**config.mk**
```make
export PLATFORM = sky130hd
export DESIGN_NAME = mips_lsu_master
export DESIGN_NICKNAME = d
export VERILOG_FILES = /design/src/rtl/lsu_pkg.sv /design/src/rtl/lsu_lane_align.sv /design/src/rtl/mips_lsu_master.sv
export SDC_FILE = /design/constraint.sdc
export NUM_CORES = 1
export LEC_CHECK = 0
export ABC_AREA = 1
export CAP_MARGIN = 20
export CORE_ASPECT_RATIO = 1.1
export CORE_MARGIN = 2
export CORE_UTILIZATION = 50
export DETAILED_ROUTE_END_ITERATION = 8
export PLACE_DENSITY = 0.81
export SYNTH_ARGS = -nofsm -noshare
export SYNTH_HDL_FRONTEND = slang
export SYNTH_HIERARCHICAL = 1
export SYNTH_SLANG_ARGS = --single-unit
export TNS_END_PERCENT = 50
```
**constraint.sdc**
```tcl
create_clock -name clk -period 8.4 [get_ports clk]
set_input_delay 1.68 -clock clk [delete_from_list [all_inputs] [get_ports clk]]
set_output_delay 1.68 -clock clk [all_outputs]
set_load 0.005 [all_outputs]
```
**src/rtl/lsu_pkg.sv**
```systemverilog
// Shared encodings for the MIPS load/store unit: op codes, FSM states, byte-lane offsets
// and the access-legality check applied at request acceptance.
package lsu_pkg;

    typedef enum logic [2:0] {
        OP_LW  = 3'd0,
        OP_LH  = 3'd1,
        OP_LHU = 3'd2,
        OP_LB  = 3'd3,
        OP_LBU = 3'd4,
        OP_SW  = 3'd5,
        OP_SH  = 3'd6,
        OP_SB  = 3'd7
    } lsu_op_e;

    typedef enum logic [1:0] {
        ST_IDLE = 2'd0,
        ST_RD   = 2'd1,
        ST_WR   = 2'd2,
        ST_RESP = 2'd3
    } lsu_state_e;

    // Big-endian lanes: offset 0 is the most significant byte of the word.
    localparam logic [1:0] LANE_B0 = 2'd0;
    localparam logic [1:0] LANE_B1 = 2'd1;
    localparam logic [1:0] LANE_B2 = 2'd2;
    localparam logic [1:0] LANE_B3 = 2'd3;

    function automatic logic is_load(lsu_op_e op);
        return (op == OP_LW) || (op == OP_LH) || (op == OP_LHU) ||
               (op == OP_LB) || (op == OP_LBU);
    endfunction

    function automatic logic access_err(lsu_op_e op, logic [1:0] lo, logic out_of_range);
        logic misaligned;
        case (op)
            OP_LW, OP_SW:         misaligned = (lo != 2'b00);
            OP_LH, OP_LHU, OP_SH: misaligned = lo[0];
            default:              misaligned = 1'b0;
        endcase
        return misaligned || out_of_range;
    endfunction

endpackage

```
**src/rtl/lsu_lane_align.sv**
```systemverilog
// Combinational byte-lane steering: extracts and extends a sub-word load result, and
// merges store data into a previously read word for read-modify-write stores.
module lsu_lane_align
    import lsu_pkg::*;
(
    input  logic [31:0] word,
    input  logic [31:0] wdata,
    input  logic [2:0]  op,
    input  logic [1:0]  offset,
    output logic [31:0] rdata,
    output logic [31:0] merged
);

    lsu_op_e     op_e;
    logic [7:0]  byte_sel;
    logic [15:0] half_sel;

    assign op_e = lsu_op_e'(op);

    always_comb begin
        case (offset)
            LANE_B0: byte_sel = word[31:24];
            LANE_B1: byte_sel = word[23:16];
            LANE_B2: byte_sel = word[15:8];
            default: byte_sel = word[7:0];
        endcase
        half_sel = offset[1] ? word[15:0] : word[31:16];
    end

    always_comb begin
        rdata = 32'd0;
        case (op_e)
            OP_LW:   rdata = word;
            OP_LH:   rdata = {{16{half_sel[15]}}, half_sel};
            OP_LHU:  rdata = {16'd0, half_sel};
            OP_LB:   rdata = {{24{byte_sel[7]}}, byte_sel};
            OP_LBU:  rdata = {24'd0, byte_sel};
            default: rdata = 32'd0;
        endcase
    end

    always_comb begin
        merged = word;
        case (op_e)
            OP_SW: merged = wdata;
            OP_SH: begin
                if (offset[1]) merged = {word[31:16], wdata[15:0]};
                else           merged = {wdata[15:0], word[15:0]};
            end
            OP_SB: begin
                case (offset)
                    LANE_B0: merged = {wdata[7:0], word[23:0]};
                    LANE_B1: merged = {word[31:24], wdata[7:0], word[15:0]};
                    LANE_B2: merged = {word[31:16], wdata[7:0], word[7:0]};
                    default: merged = {word[31:8], wdata[7:0]};
                endcase
            end
            default: merged = word;
        endcase
    end

endmodule

```
**src/rtl/mips_lsu_master.sv**
```systemverilog
// MIPS load/store unit mastering a word-only data memory; event counters under LSU_STATS_EN.
// Latency load/SW 2, SH/SB 3 (read-modify-write), error 1; one request in flight, resp has no backpressure.
module mips_lsu_master
    import lsu_pkg::*;
#(
    parameter int MEM_WORDS = 128,
    parameter int ADDR_W    = 32
) (
    input  logic              clk,
    input  logic              reset,
    input  logic              req_valid,
    output logic              req_ready,
    input  logic [2:0]        req_op,
    input  logic [ADDR_W-1:0] req_addr,
    input  logic [31:0]       req_wdata,
    output logic              resp_valid,
    output logic [31:0]       resp_rdata,
    output logic              resp_err,
    output logic [ADDR_W-1:0] mem_readAddress,
    output logic              mem_MemRead,
    input  logic [31:0]       mem_readData,
    output logic [ADDR_W-1:0] mem_writeAddress,
    output logic [31:0]       mem_writeData,
    output logic              mem_MemWrite,
    output logic [15:0]       stat_loads,
    output logic [15:0]       stat_stores,
    output logic [15:0]       stat_errs
);

    localparam logic [ADDR_W:0] ADDR_LIMIT = (ADDR_W+1)'(4 * MEM_WORDS);

    lsu_state_e        state_q, state_d;
    lsu_op_e           op_q, req_op_e;
    logic [ADDR_W-1:0] addr_q;
    logic [31:0]       wdata_q;
    logic [ADDR_W-1:0] rd_addr_q, wr_addr_q;
    logic [31:0]       wr_data_q, rdata_q;
    logic              err_q;

    logic              accept, req_err, out_of_range;
    logic [ADDR_W-1:0] req_word_addr, cur_word_addr;
    logic [31:0]       lane_rdata, lane_merged;

    assign req_op_e      = lsu_op_e'(req_op);
    assign accept        = req_valid && (state_q == ST_IDLE);
    // Widened compare so an address near the top of the space cannot wrap past the limit.
    assign out_of_range  = ({1'b0, req_addr} >= ADDR_LIMIT);
    assign req_err       = access_err(req_op_e, req_addr[1:0], out_of_range);
    assign req_word_addr = {req_addr[ADDR_W-1:2], 2'b00};
    assign cur_word_addr = {addr_q[ADDR_W-1:2], 2'b00};

    lsu_lane_align u_align (
        .word   (mem_readData),
        .wdata  (wdata_q),
        .op     (op_q),
        .offset (addr_q[1:0]),
        .rdata  (lane_rdata),
        .merged (lane_merged)
    );

    always_comb begin
        state_d = state_q;
        case (state_q)
            ST_IDLE: begin
                if (accept) begin
                    if (req_err)               state_d = ST_RESP;
                    else if (req_op_e == OP_SW) state_d = ST_WR;
                    else                        state_d = ST_RD;
                end
            end
            ST_RD:   state_d = is_load(op_q) ? ST_RESP : ST_WR;
            ST_WR:   state_d = ST_RESP;
            default: state_d = ST_IDLE;
        endcase
    end

    always_ff @(posedge clk or posedge reset) begin
        if (reset) state_q <= ST_IDLE;
        else       state_q <= state_d;
    end

    // Enables decode straight from state so an async reset in WR drops the write at once.
    assign req_ready     = (state_q == ST_IDLE);
    assign mem_MemRead   = (state_q == ST_RD);
    assign mem_MemWrite  = (state_q == ST_WR);
    assign resp_valid    = (state_q == ST_RESP);
    assign resp_rdata    = rdata_q;
    assign resp_err      = err_q;
    assign mem_readAddress  = rd_addr_q;
    assign mem_writeAddress = wr_addr_q;
    assign mem_writeData    = wr_data_q;

    always_ff @(posedge clk or posedge reset) begin
        if (reset) begin
            op_q      <= OP_LW;
            addr_q    <= '0;
            wdata_q   <= 32'd0;
            rd_addr_q <= '0;
            wr_addr_q <= '0;
            wr_data_q <= 32'd0;
            rdata_q   <= 32'd0;
            err_q     <= 1'b0;
        end else begin
            case (state_q)
                ST_IDLE: begin
                    if (accept) begin
                        op_q    <= req_op_e;
                        addr_q  <= req_addr;
                        wdata_q <= req_wdata;
                        rdata_q <= 32'd0;
                        err_q   <= req_err;
                        if (!req_err) begin
                            if (req_op_e == OP_SW) begin
                                wr_addr_q <= req_word_addr;
                                wr_data_q <= req_wdata;
                            end else begin
                                rd_addr_q <= req_word_addr;
                            end
                        end
                    end
                end
                ST_RD: begin
                    if (is_load(op_q)) begin
                        rdata_q <= lane_rdata;
                    end else begin
                        wr_addr_q <= cur_word_addr;
                        wr_data_q <= lane_merged;
                    end
                end
                default: ;
            endcase
        end
    end

`ifdef LSU_STATS_EN
    logic [15:0] loads_q, stores_q, errs_q;

    always_ff @(posedge clk or posedge reset) begin
        if (reset) begin
            loads_q  <= 16'd0;
            stores_q <= 16'd0;
            errs_q   <= 16'd0;
        end else if (state_q == ST_RESP) begin
            if (err_q) begin
                if (errs_q != 16'hFFFF) errs_q <= errs_q + 16'd1;
            end else if (is_load(op_q)) begin
                if (loads_q != 16'hFFFF) loads_q <= loads_q + 16'd1;
            end else begin
                if (stores_q != 16'hFFFF) stores_q <= stores_q + 16'd1;
            end
        end
    end

    assign stat_loads  = loads_q;
    assign stat_stores = stores_q;
    assign stat_errs   = errs_q;
`else
    assign stat_loads  = 16'd0;
    assign stat_stores = 16'd0;
    assign stat_errs   = 16'd0;
`endif

endmodule

```
==> results by group, run 1 <==
Run status
  – Run status: finished clean

Finish
  – Final non-filler cell area: about 0.014 mm^2
  – Most common cell after layout, fill and taps aside: nand2_1
  – Most frequent cells in the layout: nand2_1, clkdlybuf4s50_1, dfrtp_1
  – Syn-to-layout area delta: 24.4%
  – Share of cells above drive strength 1: 0.0505
  – Antenna fix cells: 0
  – Nets: 1815
  – Fill cells: a little under 2000

Pwr
  – P_leak: 6.85 nW
  – Internal power: between 2 and 3 mW
  – Clock network power share: 0.184
  – Combinational Power Share: 0.498
  – Peak supply drop: ~0.00028 V
  – Power per cell area: between 300 and 400 mW/mm^2
  – Reg power frac: 0.318
  – Switching Fraction: 0.463
  – Net Sw Power: 2.19 mW

Place
  – Hpwl dp: 23.5 mm
  – Buffers added on ports: 230
  – Placed Area: 0.0132 mm^2
  – Setup WS pre-CTS: roughly 3.7 ns
  – Placer Congestion: around 0.95

Timing
  – Fmax: approximately 240 MHz
  – Slew margin rel.: 0.297
  – Slack of the critical path: ~4.2 ns
  – Worst slew pin tran: about 1.1 ns
  – Sum Neg Setup Slack: 0 ns
  – Endpoints failing hold: 0
  – Clock Skew: about 0.017 ns
  – Pins over their slew limit: 0
  – Crit path time final: ~4.2 ns
  – Period utilization: 0.494
  – Final setup fails: 0
  – RSZ-0062 raised after global routing: false

Yosys
  – Main synth FF type: dfrtp_1
  – EDFF count, synth: 0
  – Ys Warns: 6
  – Sequential-to-total area share from yosys stat: 0.436
  – Count of cell types in the netlist: 28
  – Seq cells post-synth: 194
  – Cell count after synthesis: around 1500
  – Synth top area share: 0.436
  – Synth area leaders: dfrtp_1, nand2_1, o21ai_0
  – Area leader, netlist: dfrtp_1
  – Syn avg cell area: slightly above 7 um^2
  – Async set-reset flop share out of synthesis: 1.00
  – Mapped cell area: 0.0111 mm^2

Clock tree
  – Post-CTS setup buffers: 0
  – Worst-Skew Late Latency: ~0.45 ns
  – Clock buffer depth: 2
  – Htree depth: 4
  – Hold-fix buffers at CTS: 0
  – CTS tree: built
  – Total CTS buffers: 17
  – Root buffer cell: clkbuf_16
  – CTS clk-pin slew, worst paths: 0.08 ns
  – CTS sink cnt: approximately 190
  – Post-CTS Resized: 0

Flow run
  – Max Cap Violations: 0

Routing
  – Drt first pass iters: 6
  – DRT antenna net count: 0
  – Post-route DRC: 0
  – Total routed wirelength: 34.1 mm
  – Vias/cell: ~5.4
  – Initial DRC count: 1121
  – DR WL/cell: between 15 and 20 um
  – Via count: 10900

Critical path
  – Crit path arrival time: roughly 4.5 ns
  – Critical path startpoint category: primary input
  – Worst endpoint required time: roughly 8.7 ns
  – Setup CP Type: primary input to register
  – Crit end category: register
  – Reg-to-reg slack, setup: 5.10 ns
  – Crit path max fanout: 64

GRT
  – Vias in the first global route: slightly above 10000
  – Total Routing Usage GR: 0.288
  – First-pass GRT wire length: 54.0 mm
  – Largest net degree at the start of global routing: ~130
  – Congestion Overflow GR: 0
  – Initial antenna violation count: 1

Die
  – Io pins: between 200 and 300
  – Rows: 57
  – Starting Density: 0.507
  – Die width: roughly 150 um
  – Die height: 161 um
  – Die area: 0.0235 mm^2
  – Core area: approximately 0.022 mm^2

Worst hold path
  – Hold Path Class: register to register
-- path summary, 6_finish.rpt --
path,from,end,cells after the start
worst min register to register,mem_writeAddress[30],mem_writeAddress[30],2
worst min-delay path,mem_writeAddress[30],mem_writeAddress[30],2
min in group asynchronous,reset,resp_rdata[21],2
max in group asynchronous,reset,addr_q[1],3
worst max register to register,state_q[1],resp_rdata[20],6
worst max-delay path,req_addr[22],mem_writeData[7],11
-- final cells by class --
type | instances | area [um^2] | share of cell area
timing repair buffer | 238 | 2380 | 0.172
sequential | 194 | 4860 | 0.351
inverter | 147 | 559 | 0.0404
tap | 295 | 369 | 0.0267
clock inverter | 15 | 215 | 0.0155
multi-input combinational | 1111 | 5040 | 0.364
clock buffer | 17 | 425 | 0.0307
-- sequential cells by signal (all words and copies together), names as in the netlist --
signal	count
addr_q	32
mem_readAddress	30
mem_writeAddress	30
mem_writeData	32
op_q	3
resp_err	1
resp_rdata	32
state_q	2
wdata_q	32
-- synth_stat cells (9+ instances only) --
cell and count:
nand2_1 590, dfrtp_1 194, o21ai_0 170, inv_1 140, nand3_1 107, nand4_1 88, buf_4 57, nor2_1 42
clkbuf_1 35, buf_2 28, o211ai_1 16, buf_6 14, buf_1 11, or2_2 9
-- power groups by stage --
stage	Clock (mW)	Combinational [mW]	Sequential, mW
finish	0.869	2.35	1.51
global route	0.916	2.61	1.54
CTS	0.883	2.32	1.50
detailed placement	0	2.32	1.51
global placement	0	2.26	1.51
floorplan	0	1.56	1.50
-- cells by family (layout without fill, tap and decap cells) --
logic type | Yosys count | after routing | share of synthesized area
compound gates | 195 | 195 | 0.0924
fa+ha+maj | 4 | 4 | 0.00450
buf+inv | 292 | 417 | 0.130
flops | 194 | 194 | 0.436
other cells | 1 | 52 | 0.000337
simple gates | 860 | 860 | 0.336
-- routing by layer --
metal / up-vias / part of all wire / GRT usage
met4: 0 / 0.036 / 0.116
met5: - / 0 / 0
met3: 74 / 0.083 / 0.0560
met1: 5118 / 0.41 / 0.378
met2: 524 / 0.47 / 0.472
li1: 5167 / - / -
-- stage by stage --
step	power (mW)	cells	utilization	hold slack (ns)
2_1_floorplan	3.06	1597	-	0.453
3_3_place_gp	3.77	1984	0.600	0.454
3_5_place_dp	3.83	1984	0.600	0.461
4_1_cts	4.71	2016	0.629	0.482
5_1_grt	5.07	2017	0.630	0.501
6_report	4.73	2017	0.630	0.479
-- worst max-delay path, stage by stage --
cell	delay, ns
clkdlybuf4s50_1	0.44
nor2_1	0.12
nand2_1	0.06
nor2_1	0.14
nand2_1	0.09
nor2_2	0.16
nand2_1	0.11
nand2_4	0.55
nand3_4	0.76
nand2_1	0.26
nand2_1	0.08
Power figures use the tool's default switching activity.
==> run 2, diff against run 1 <==
--- a/config.mk
+++ b/config.mk
@@ -9,9 +9,9 @@
 export CAP_MARGIN = 20
 export CORE_ASPECT_RATIO = 1.1
 export CORE_MARGIN = 2
-export CORE_UTILIZATION = 50
+export CORE_UTILIZATION = 45
 export DETAILED_ROUTE_END_ITERATION = 8
-export PLACE_DENSITY = 0.81
+export PLACE_DENSITY = 0.77
 export SYNTH_ARGS = -nofsm -noshare
 export SYNTH_HDL_FRONTEND = slang
 export SYNTH_HIERARCHICAL = 1
==> constraint.sdc (replaced) <==
create_clock -name clk -period 3.36 [get_ports clk]
set_input_delay 0.672 -clock clk [delete_from_list [all_inputs] [get_ports clk]]
set_output_delay 0.672 -clock clk [all_outputs]
set_load 0.005 [all_outputs]
==> run 2 against run 1 <==
Sequential cell count stayed put. Non-clock buffer count is 13 higher. Worst hold slack worse by 0.0055 ns. Combinational power grew to 2.6 times the previous value. Final area is 1.3% higher. Clock skew is 0.00094 ns higher. Sequential share of layout area is 0.47 points lower.
==> results by group, run 2 (synthesis results as in run 1) <==
Finish
  – Share of cells above drive strength 1: 0.0576 (was 0.0505)
  – Fin cells: 2046 (was 2017)
  – Most common cell after layout, fill and taps aside: nand2_1 (unchanged)
  – Most frequent cells in the layout: nand2_1, clkdlybuf4s50_1, dfrtp_1 (unchanged)
  – Area of the multi-input gates: 0.00504 mm^2 (unchanged)
  – Fill cells: 2263 (was 1953)
  – Nets: 1828 (was 1815)
  – Register Area: 0.00486 mm^2 (unchanged)
  – Syn-to-layout area delta: 26.1% (was 24.4%)

GRT
  – Congestion Overflow GR: 0 (unchanged)
  – Initial antenna violation count: 1 (unchanged)
  – Largest net degree at the start of global routing: 109 (was 133)
  – Vias in the first global route: 10100 (about the same)
  – Total Routing Usage GR: 0.261 (was 0.288)
  – First-pass GRT wire length: 54.0 mm (about the same)

Pwr
  – Peak supply drop: 0.000563 V (was 0.000279 V)
  – Internal power: 6.69 mW (was 2.54 mW)
  – Net Sw Power: 5.64 mW (was 2.19 mW)
  – Clock network power share: 0.182 (was 0.184)
  – Combinational Power Share: 0.496 (was 0.498)
  – Switching Fraction: 0.457 (was 0.463)
  – Power per cell area: 878 mW/mm^2 (was 342 mW/mm^2)
  – Reg power frac: 0.321 (was 0.318)
  – P_leak: 6.94 nW (was 6.85 nW)

Die
  – Starting Density: 0.456 (was 0.507)
  – Die width: 154 um (was 146 um)
  – Core area: 0.0244 mm^2 (was 0.0220 mm^2)
  – Die height: 169 um (was 161 um)
  – Io pins: 283 (unchanged)
  – Die area: 0.0260 mm^2 (was 0.0235 mm^2)
  – Rows: 60 (was 57)

Worst hold path
  – Hold Path Class: register to register (unchanged)

Clock tree
  – CTS sink cnt: 194 (unchanged)
  – Htree depth: 4 (unchanged)
  – CTS clk-pin slew, worst paths: 0.09 ns (was 0.08 ns)
  – Worst-Skew Late Latency: 0.45 ns (about the same)
  – CTS tree: built (unchanged)
  – Clock buffer depth: 2 (unchanged)
  – Hold-fix buffers at CTS: 0 (unchanged)
  – Post-CTS setup buffers: 0 (unchanged)
  – Root buffer cell: clkbuf_16 (unchanged)
  – Post-CTS Resized: 0 (unchanged)
  – Total CTS buffers: 17 (unchanged)

Timing
  – RSZ-0062 raised after global routing: false (unchanged)
  – Endpoints failing hold: 0 (unchanged)
  – Worst slew pin tran: 0.628 ns (was 1.05 ns)
  – Slew margin rel.: 0.581 (was 0.297)
  – Clock Skew: 0.0175 ns (was 0.0165 ns)
  – Final setup fails: 0 (unchanged)
  – Sum Neg Setup Slack: 0 ns (unchanged)
  – Fmax: about 380 MHz
  – Pins over their slew limit: 0 (unchanged)
  – Crit path time final: 2.62 ns
  – Period utilization: 0.781

Routing
  – Total routed wirelength: 34.1 mm (about the same)
  – Drt first pass iters: 5 (was 6)
  – Vias/cell: 5.29 (was 5.40)
  – Initial DRC count: 1078 (was 1121)
  – DRT antenna net count: 0 (unchanged)
  – DR WL/cell: 16.7 um (was 16.9 um)
  – Via count: 10800 (was 10900)
  – Post-route DRC: 0 (unchanged)

Critical path
  – Max incr delay on CP: 0.58 ns (was 0.76 ns)
  – Crit path arrival time: 1.95 ns (was 4.48 ns)
  – Delay-heaviest family, CP: buffers and inverters (was simple AND/OR/NAND/NOR gates)
  – Crit path max fanout: 6 (was 64)
  – Crit-path cells: inv_1, ha_1, clkdlybuf4s50_1 (was clkdlybuf4s50_1, nor2_1, nand2_1, nor2_1, nand2_1, nor2_2, nand2_1, nand2_4, nand3_4, nand2_1, nand2_1)
  – Critical path startpoint category: register (was primary input)
  – Worst endpoint required time: 2.69 ns (was 8.73 ns)
  – Crit end category: output port (was register)
  – Setup CP Type: register to output port (was primary input to register)
  – Crit path max-delay cell type: clkdlybuf4s50_1 (was nand3_4)
  – Crit path buf inv count: 2 (was 1)

Place
  – Buffers added on ports: 230 (unchanged)
  – Placed Instances: 2013 (was 1984)
  – Hpwl dp: 24.7 mm (was 23.5 mm)
  – Placer Congestion: 0.952 (was 0.946)

Flow run
  – Max Cap Violations: 0 (unchanged)

Run status
  – Run status: finished clean (unchanged)
## run 2: cell count changes in the layout (fill, tap and decap cells not counted), sizes merged
cell,delta
diode,+1
buf,+13
clkinv,-1
clkinvlp,+1
## run 2: cell type report
| class | instances | area share |
|---|---|---|
| Antenna cell | 1 | 0.000178 |
| Clock buffer | 17 | 0.0303 |
| Clock inverter | 15 | 0.0174 |
| Inverter | 147 | 0.0396 |
| Multi-Input combinational cell | 1111 | 0.359 |
| Sequential cell | 194 | 0.346 |
| Tap cell | 310 | 0.0276 |
| Timing Repair Buffer | 251 | 0.180 |
## run 2: final timing paths
path	from	end	slack, ns	cells past startpoint
min in group asynchronous	reset	mem_readAddress[29]	0.73	3
worst min register to register	mem_writeData[16]	mem_writeData[16]	0.47	2
worst max register to register	state_q[1]	resp_rdata[20]	1.01	8
worst max-delay path	state_q[1]	req_ready	0.74	3
max in group asynchronous	reset	resp_rdata[31]	2.10	3
worst min-delay path	mem_writeData[16]	mem_writeData[16]	0.47	2
## run 2: metal layers
metal / track usage / up-vias / routed length, um
li1: - / 5207 / -
met1: 0.337 / 5074 / 14200
met2: 0.435 / 480 / 16400
met3: 0.0540 / 58 / 2420
met4: 0.0939 / 0 / 1090
met5: 0 / - / 0
## run 2: stage by stage
| stage | power (mW) | setup WS [ns] | area, um^2 | hold WS [ns] | utilization |
|---|---|---|---|---|---|
| 4_1_cts | 12.3 | 0.715 | 14000 | 0.478 | 0.575 |
| 2_1_floorplan | 7.65 | 0.184 | 11300 | 0.453 | - |
| 6_report | 12.3 | 0.736 | 14000 | 0.474 | 0.575 |
| 5_1_grt | 13.2 | 0.636 | 14000 | 0.499 | 0.575 |
| 3_5_place_dp | 10.0 | 0.595 | 13400 | 0.458 | 0.548 |
| 3_3_place_gp | 9.91 | 0.667 | 13400 | 0.455 | 0.548 |
## run 2: tightest hold or removal path, stage by stage (launching register included)
cell     delay (ns)
dfrtp_1        0.35
nand2_1        0.05
nand2_1        0.05
## run 2: power groups by stage
stage          Clock (mW)  Sequential, mW  Combinational [mW]
6_report             2.25            3.96                6.12
5_1_grt              2.39            4.07                6.78
4_1_cts              2.29            3.95                6.08
3_5_place_dp            0            3.98                6.06
3_3_place_gp            0            3.97                5.94
2_1_floorplan           0            3.75                3.90
==> run 3, diff against run 2 <==
--- a/config.mk
+++ b/config.mk
@@ -9,9 +9,9 @@
 export CAP_MARGIN = 20
 export CORE_ASPECT_RATIO = 1.1
 export CORE_MARGIN = 2
-export CORE_UTILIZATION = 45
+export CORE_UTILIZATION = 50
 export DETAILED_ROUTE_END_ITERATION = 8
-export PLACE_DENSITY = 0.77
+export PLACE_DENSITY = 0.81
 export SYNTH_ARGS = -nofsm -noshare
 export SYNTH_HDL_FRONTEND = slang
 export SYNTH_HIERARCHICAL = 1
==> constraint.sdc (replaced) <==
create_clock -name clk -period 2.5 [get_ports clk]
set_input_delay 0.5 -clock clk [delete_from_list [all_inputs] [get_ports clk]]
set_output_delay 0.5 -clock clk [all_outputs]
set_load 0.005 [all_outputs]
==> run 3 against run 2 <==
Worst setup slack worse by 0.58 ns. Final area up 1.1%. Final cell count about the same. Largest power group unchanged. Power up 35%. Sequential power up 33%. Register-to-register slack worse by 0.68 ns. Count of clock-buffer cells in the layout unchanged. Critical endpoint unchanged. Core utilization up 7.1 points. Clock power up 34%. Highest routed layer unchanged. Critical path depth unchanged. Largest cell class unchanged.
==> results by group, run 3 (synthesis results as in run 1) <==
Run status
  – Run status: finished clean (unchanged)

Clock tree
  – CTS clk-pin slew, worst paths: 0.08 ns (was 0.09 ns)
  – Worst-Skew Late Latency: 0.45 ns (about the same)
  – Hold-fix buffers at CTS: 0 (unchanged)
  – Total CTS buffers: 17 (unchanged)
  – CTS sink cnt: 194 (unchanged)
  – Post-CTS Resized: 0 (unchanged)
  – CTS tree: built (unchanged)
  – Htree depth: 4 (unchanged)
  – Clock buffer depth: 2 (unchanged)
  – Root buffer cell: clkbuf_16 (unchanged)
  – Post-CTS setup buffers: 0 (unchanged)

Die
  – Die height: 161 um (was 169 um)
  – Starting Density: 0.507 (was 0.456)
  – Core area: 0.0220 mm^2 (was 0.0244 mm^2)
  – Rows: 57 (was 60)
  – Io pins: 283 (unchanged)
  – Die width: 146 um (was 154 um)
  – Die area: 0.0235 mm^2 (was 0.0260 mm^2)

GRT
  – Total Routing Usage GR: 0.292 (was 0.261)
  – Vias in the first global route: 10300 (was 10100)
  – Initial antenna violation count: 0 (was 1)
  – Congestion Overflow GR: 0 (unchanged)
  – Largest net degree at the start of global routing: 74 (was 109)
  – First-pass GRT wire length: 54.8 mm (was 54.0 mm)

Critical path
  – Worst endpoint required time: 2.00 ns (was 2.69 ns)
  – Delay-heaviest family, CP: buffers and inverters (unchanged)
  – Max incr delay on CP: 0.55 ns (was 0.58 ns)
  – Crit path arrival time: 1.84 ns (was 1.95 ns)
  – Critical path startpoint category: register (unchanged)
  – Crit path max-delay cell type: clkdlybuf4s50_1 (unchanged)
  – Crit-path cells: inv_1, ha_2, clkdlybuf4s50_1 (was inv_1, ha_1, clkdlybuf4s50_1)
  – Crit end category: output port (unchanged)
  – Crit path buf inv count: 2 (unchanged)
  – Setup CP Type: register to output port (unchanged)
  – Crit path max fanout: 6 (unchanged)

Pwr
  – P_leak: 7.03 nW (was 6.94 nW)
  – Power per cell area: 1180 mW/mm^2 (was 878 mW/mm^2)
  – Peak supply drop: 0.000655 V (was 0.000563 V)

Timing
  – WHS: 0.382 ns (was 0.474 ns)
  – Clock Skew: 0.0220 ns (was 0.0175 ns)
  – Final setup fails: 0 (unchanged)
  – Period utilization: 0.937
  – Worst slew pin tran: 0.669 ns (was 0.628 ns)
  – Endpoints failing hold: 0 (unchanged)
  – Fmax: around 430 MHz
  – Crit path time final: between 2 and 2.5 ns
  – RSZ-0062 raised after global routing: false (unchanged)
  – Slew margin rel.: 0.554 (was 0.581)
  – Sum Neg Setup Slack: 0 ns (unchanged)
  – Slack of the critical path: 0.157 ns (was 0.736 ns)
  – Pins over their slew limit: 0 (unchanged)

Finish
  – Most common cell after layout, fill and taps aside: nand2_1 (unchanged)
  – Fin cells: 2048 (was 2046)
  – Nets: 1846 (was 1828)
  – Share of cells above drive strength 1: 0.0679 (was 0.0576)
  – Final non-filler cell area: 0.0142 mm^2 (was 0.0140 mm^2)
  – Syn-to-layout area delta: 27.4% (was 26.1%)
  – Antenna fix cells: 0 (was 1)
  – Most frequent cells in the layout: nand2_1, clkdlybuf4s50_1, dfrtp_1 (unchanged)

Routing
  – DR WL/cell: 16.7 um (about the same)
  – DRT antenna net count: 0 (unchanged)
  – Post-route DRC: 0 (unchanged)
  – Vias/cell: 5.35 (was 5.29)
  – Drt first pass iters: 6 (was 5)
  – Via count: 11000 (was 10800)
  – Total routed wirelength: 34.3 mm (was 34.1 mm)
  – Initial DRC count: 1058 (was 1078)

Place
  – Buffers added on ports: 230 (unchanged)
  – Placed Instances: 2016 (was 2013)
  – Placed Area: 0.0135 mm^2 (was 0.0134 mm^2)
  – Placer Congestion: 0.971 (was 0.952)
  – Hpwl dp: 25.3 mm (was 24.7 mm)
  – Setup WS pre-CTS: 0.0648 ns (was 0.595 ns)

Flow run
  – Max Cap Violations: 0 (unchanged)

Worst hold path
  – Hold Path Class: primary input to asynchronous set/reset pin (was register to register)
-- run 3: changes by cell type in the layout (fill, tap and decap cells not counted) --
cell | previous run | this run
buf_4 | 16 | 31
buf_12 | 5 | 8
inv_12 | 3 | 5
clkinv_8 | 5 | 4
diode_2 | 1 | 0
ha_1 | 3 | 2
ha_2 | 0 | 1
inv_16 | 4 | 3
-- run 3: layout make-up --
type	instances	area, um^2
inverters	147	556
clock inverters	15	240
multi-input cells	1111	5040
fillers	1918	7780
clock buffers	17	425
well taps	295	369
flip-flops and latches	194	4860
repair buffers	269	2700
-- run 3: report_power, final --
part / total (mW) / leakage (nW) / internal, mW / switching, mW
Sequential: 5.28 / 2.39 / 4.34 / 0.934
Clock: 3.01 / 0.321 / 1.45 / 1.56
Combinational: 8.39 / 4.32 / 3.31 / 5.08
-- run 3: per-stage QoR --
step	utilization	power, mW
final	0.646	16.7
after CTS	0.646	16.7
after global routing	0.646	17.9
after global placement	0.615	13.4
after floorplan	-	10.3
after detailed placement	0.615	13.6
-- run 3: metal layers --
metal	share of wire	vias up	wire (um)	track usage
li1	-	5235	-	-
met1	0.40	5153	13800	0.383
met2	0.49	497	16700	0.476
met3	0.072	66	2480	0.0540
met4	0.039	0	1330	0.128
met5	0	-	0	0
-- run 3: path summary, 6_finish.rpt --
check	from	to	slack [ns]	cells past startpoint
max	state_q[0]	req_ready	0.16	3
min	reset	wdata_q[1]	0.38	2
max reg2reg	addr_q[0]	resp_rdata[30]	0.33	8
min reg2reg	mem_writeData[25]	mem_writeData[25]	0.48	2
max in group asynchronous	reset	addr_q[27]	1.42	3
min in group clk	mem_writeData[25]	mem_writeData[25]	0.48	2
==> edit (config.mk and constraints of run 1) <==
The parameter `ADDR_W` goes from 32 to 64.
--- a/src/rtl/mips_lsu_master.sv
+++ b/src/rtl/mips_lsu_master.sv
@@ -6,3 +6,3 @@
     parameter int MEM_WORDS = 128,
-    parameter int ADDR_W    = 32
+    parameter int ADDR_W    = 64
 ) (
Interface: changed (resized mem_readAddress, mem_writeAddress and req_addr); port bits go from 283 to 379. No check against the original RTL was run, so the function may have changed too.
==> edit against run 1 <==
  * Total power increased by 42%
  * Critical endpoint is now resp_rdata[25]
  * Count of clock-buffer cells in the layout up 29
  * Fmax grew 2.8%
  * Routed wire length up 32%
  * Synthesized area rose by 36%
  * Worst setup slack improved by 110 ps
  * Highest routed layer is now met5
  * Sequential cell count up 96
  * Cell area up 39%
  * Critical path depth decreased by 3
  * Largest cell class is now registers
  * Non-clock buffer count grew 102
==> edit: results (changes against run 1) <==
.. list-table::
   :header-rows: 1

   * - Metric
     - Value
   * - Number of global-route vias before repair
     - 13466 (+34%)
   * - Cell types occupying the most area after synthesis
     - dfrtp_1 (48%), nand2_1 (18%), o21ai_0 (7.9%)
   * - Switching component of the power
     - 2.795 mW (+27%)
   * - Initial antenna violation count
     - 5 (+4)
   * - DR vias
     - 14287 (+31%)
   * - Post-place instance area
     - 18160 um2 (+38%)
   * - Clock tree buffer depth
     - 3 (+1)
   * - Cts bufs inserted
     - 30 (+13)
   * - Category of cells accounting for the largest share of critical-path delay
     - buffers and inverters
   * - Share of cells above drive strength 1
     - 4.543% (-0.51 points)
   * - Run status
     - finished, final reports clean
   * - Slowest library cell on the worst path
     - buf_4
   * - Clk slew on worst S/H paths
     - 60 ps (-20 ps)
   * - Post-Route Skew
     - 15.47 ps (-1.085 ps)
   * - Met3 layer wire length in the routed design
     - 3647 um (+28%)
   * - Wire length of the first global-routing pass
     - 71040 um (+32%)
   * - Worst-skew pair later-pin latency
     - 560 ps (+110 ps)
   * - CP Max Fanout
     - 95 (+48%)
   * - Sum of routed wire segments on met1
     - 18740 um (+35%)
   * - Global-route total usage across every layer
     - 27.62% (-1.2 points)
   * - Launch instance of the worst min-delay path
     - mem_writeAddress[49]
   * - Total Wirelength
     - 44930 um (+32%)
   * - Largest net degree at the start of global routing
     - 175 (+32%)
   * - Number of detailed-routing iterations run before antenna repair
     - 5 (-1)
   * - Beginning of the critical path
     - req_valid
   * - Sequential cell area fraction in the yosys report
     - 47.88% (+4.3 points)
   * - Number of nets in the final layout
     - 2405 (+33%)
   * - I/O Buffers
     - 326 (+42%)
   * - CP peak stage delay
     - 870 ps (+110 ps)
   * - Worst setup path endpoint
     - resp_rdata[25]
   * - Arrival time of data at the critical path endpoint
     - 4450 ps (-30 ps)
   * - Met2 wire len
     - 21300 um (+32%)
[edit: changes by cell type after synthesis, moves of 5 or more]
cell / change
buf_1: -7
buf_2: +17
buf_4: +5
clkbuf_1: +18
dfrtp_1: +96
inv_1: +65
nand2_1: +135
nand4_1: +32
nor2_1: +49
o21ai_0: +69
[edit: tightest hold or removal path, stage by stage, from the launching register on]
cell and delay, ps:
dfrtp_1 340, nand2_1 50, nand2_1 40
[edit: final cells by class]
cell class | instances | area, um2 | area share [%]
Inverter | 212 | 800.8 | 4.160
Clock buffer | 46 | 902.1 | 4.687
Clock inverter | 8 | 90.09 | 0.4680
Timing Repair Buffer | 340 | 3453 | 17.94
Sequential cell | 290 | 7258 | 37.71
Tap cell | 374 | 467.9 | 2.431
Antenna cell | 3 | 7.507 | 0.03900
Multi-Input combinational cell | 1393 | 6267 | 32.56
[edit: how the worst min path moves through the flow]
stage	endpoint	slack, ps	cells past startpoint
detailed placement	mem_writeAddress[6]	460	2
CTS	mem_writeAddress[9]	470	2
finish	mem_writeAddress[49]	470	2
global placement	mem_readAddress[6]	450	2
global route	mem_writeData[29]	490	2
floorplan	addr_q[10]	450	2
[edit: cells by family (layout without fill, tap and decap cells)]
logic type,count (synthesis),in the layout,synth area share (%)
compound gates,261,261,8.981
fa+ha+maj,4,4,0.3302
buf+inv,391,606,12.33
flops,290,290,47.88
other cells,1,55,0.02474
simple gates,1076,1076,30.45
[edit: metal layers]
metal | vias up | GRT usage (%)
met2 | 641 | 45.56
met5 | - | 0
met3 | 81 | 4.624
met4 | 6 | 8.087
li1 | 6833 | -
met1 | 6726 | 37.59
[edit: stage by stage]
stage               setup slack, ps  utilization [%]  power (mW)  std cells
floorplan                      2873                -       4.161       2074
global placement               3054            61.04       5.245       2605
detailed placement             3259            61.10       5.337       2606
CTS                            3834            64.44       6.704       2660
global route                   4166            64.73       7.204       2665
finish                         4361            64.74       6.713       2666
[edit: power groups by stage]
stage / Clock, mW / Sequential, mW / Combinational, mW
2_1_floorplan: 0 / 2.21 / 1.95
3_3_place_gp: 0 / 2.27 / 2.97
3_5_place_dp: 0 / 2.28 / 3.06
4_1_cts: 1.36 / 2.27 / 3.07
5_1_grt: 1.42 / 2.33 / 3.45
6_report: 1.34 / 2.27 / 3.10
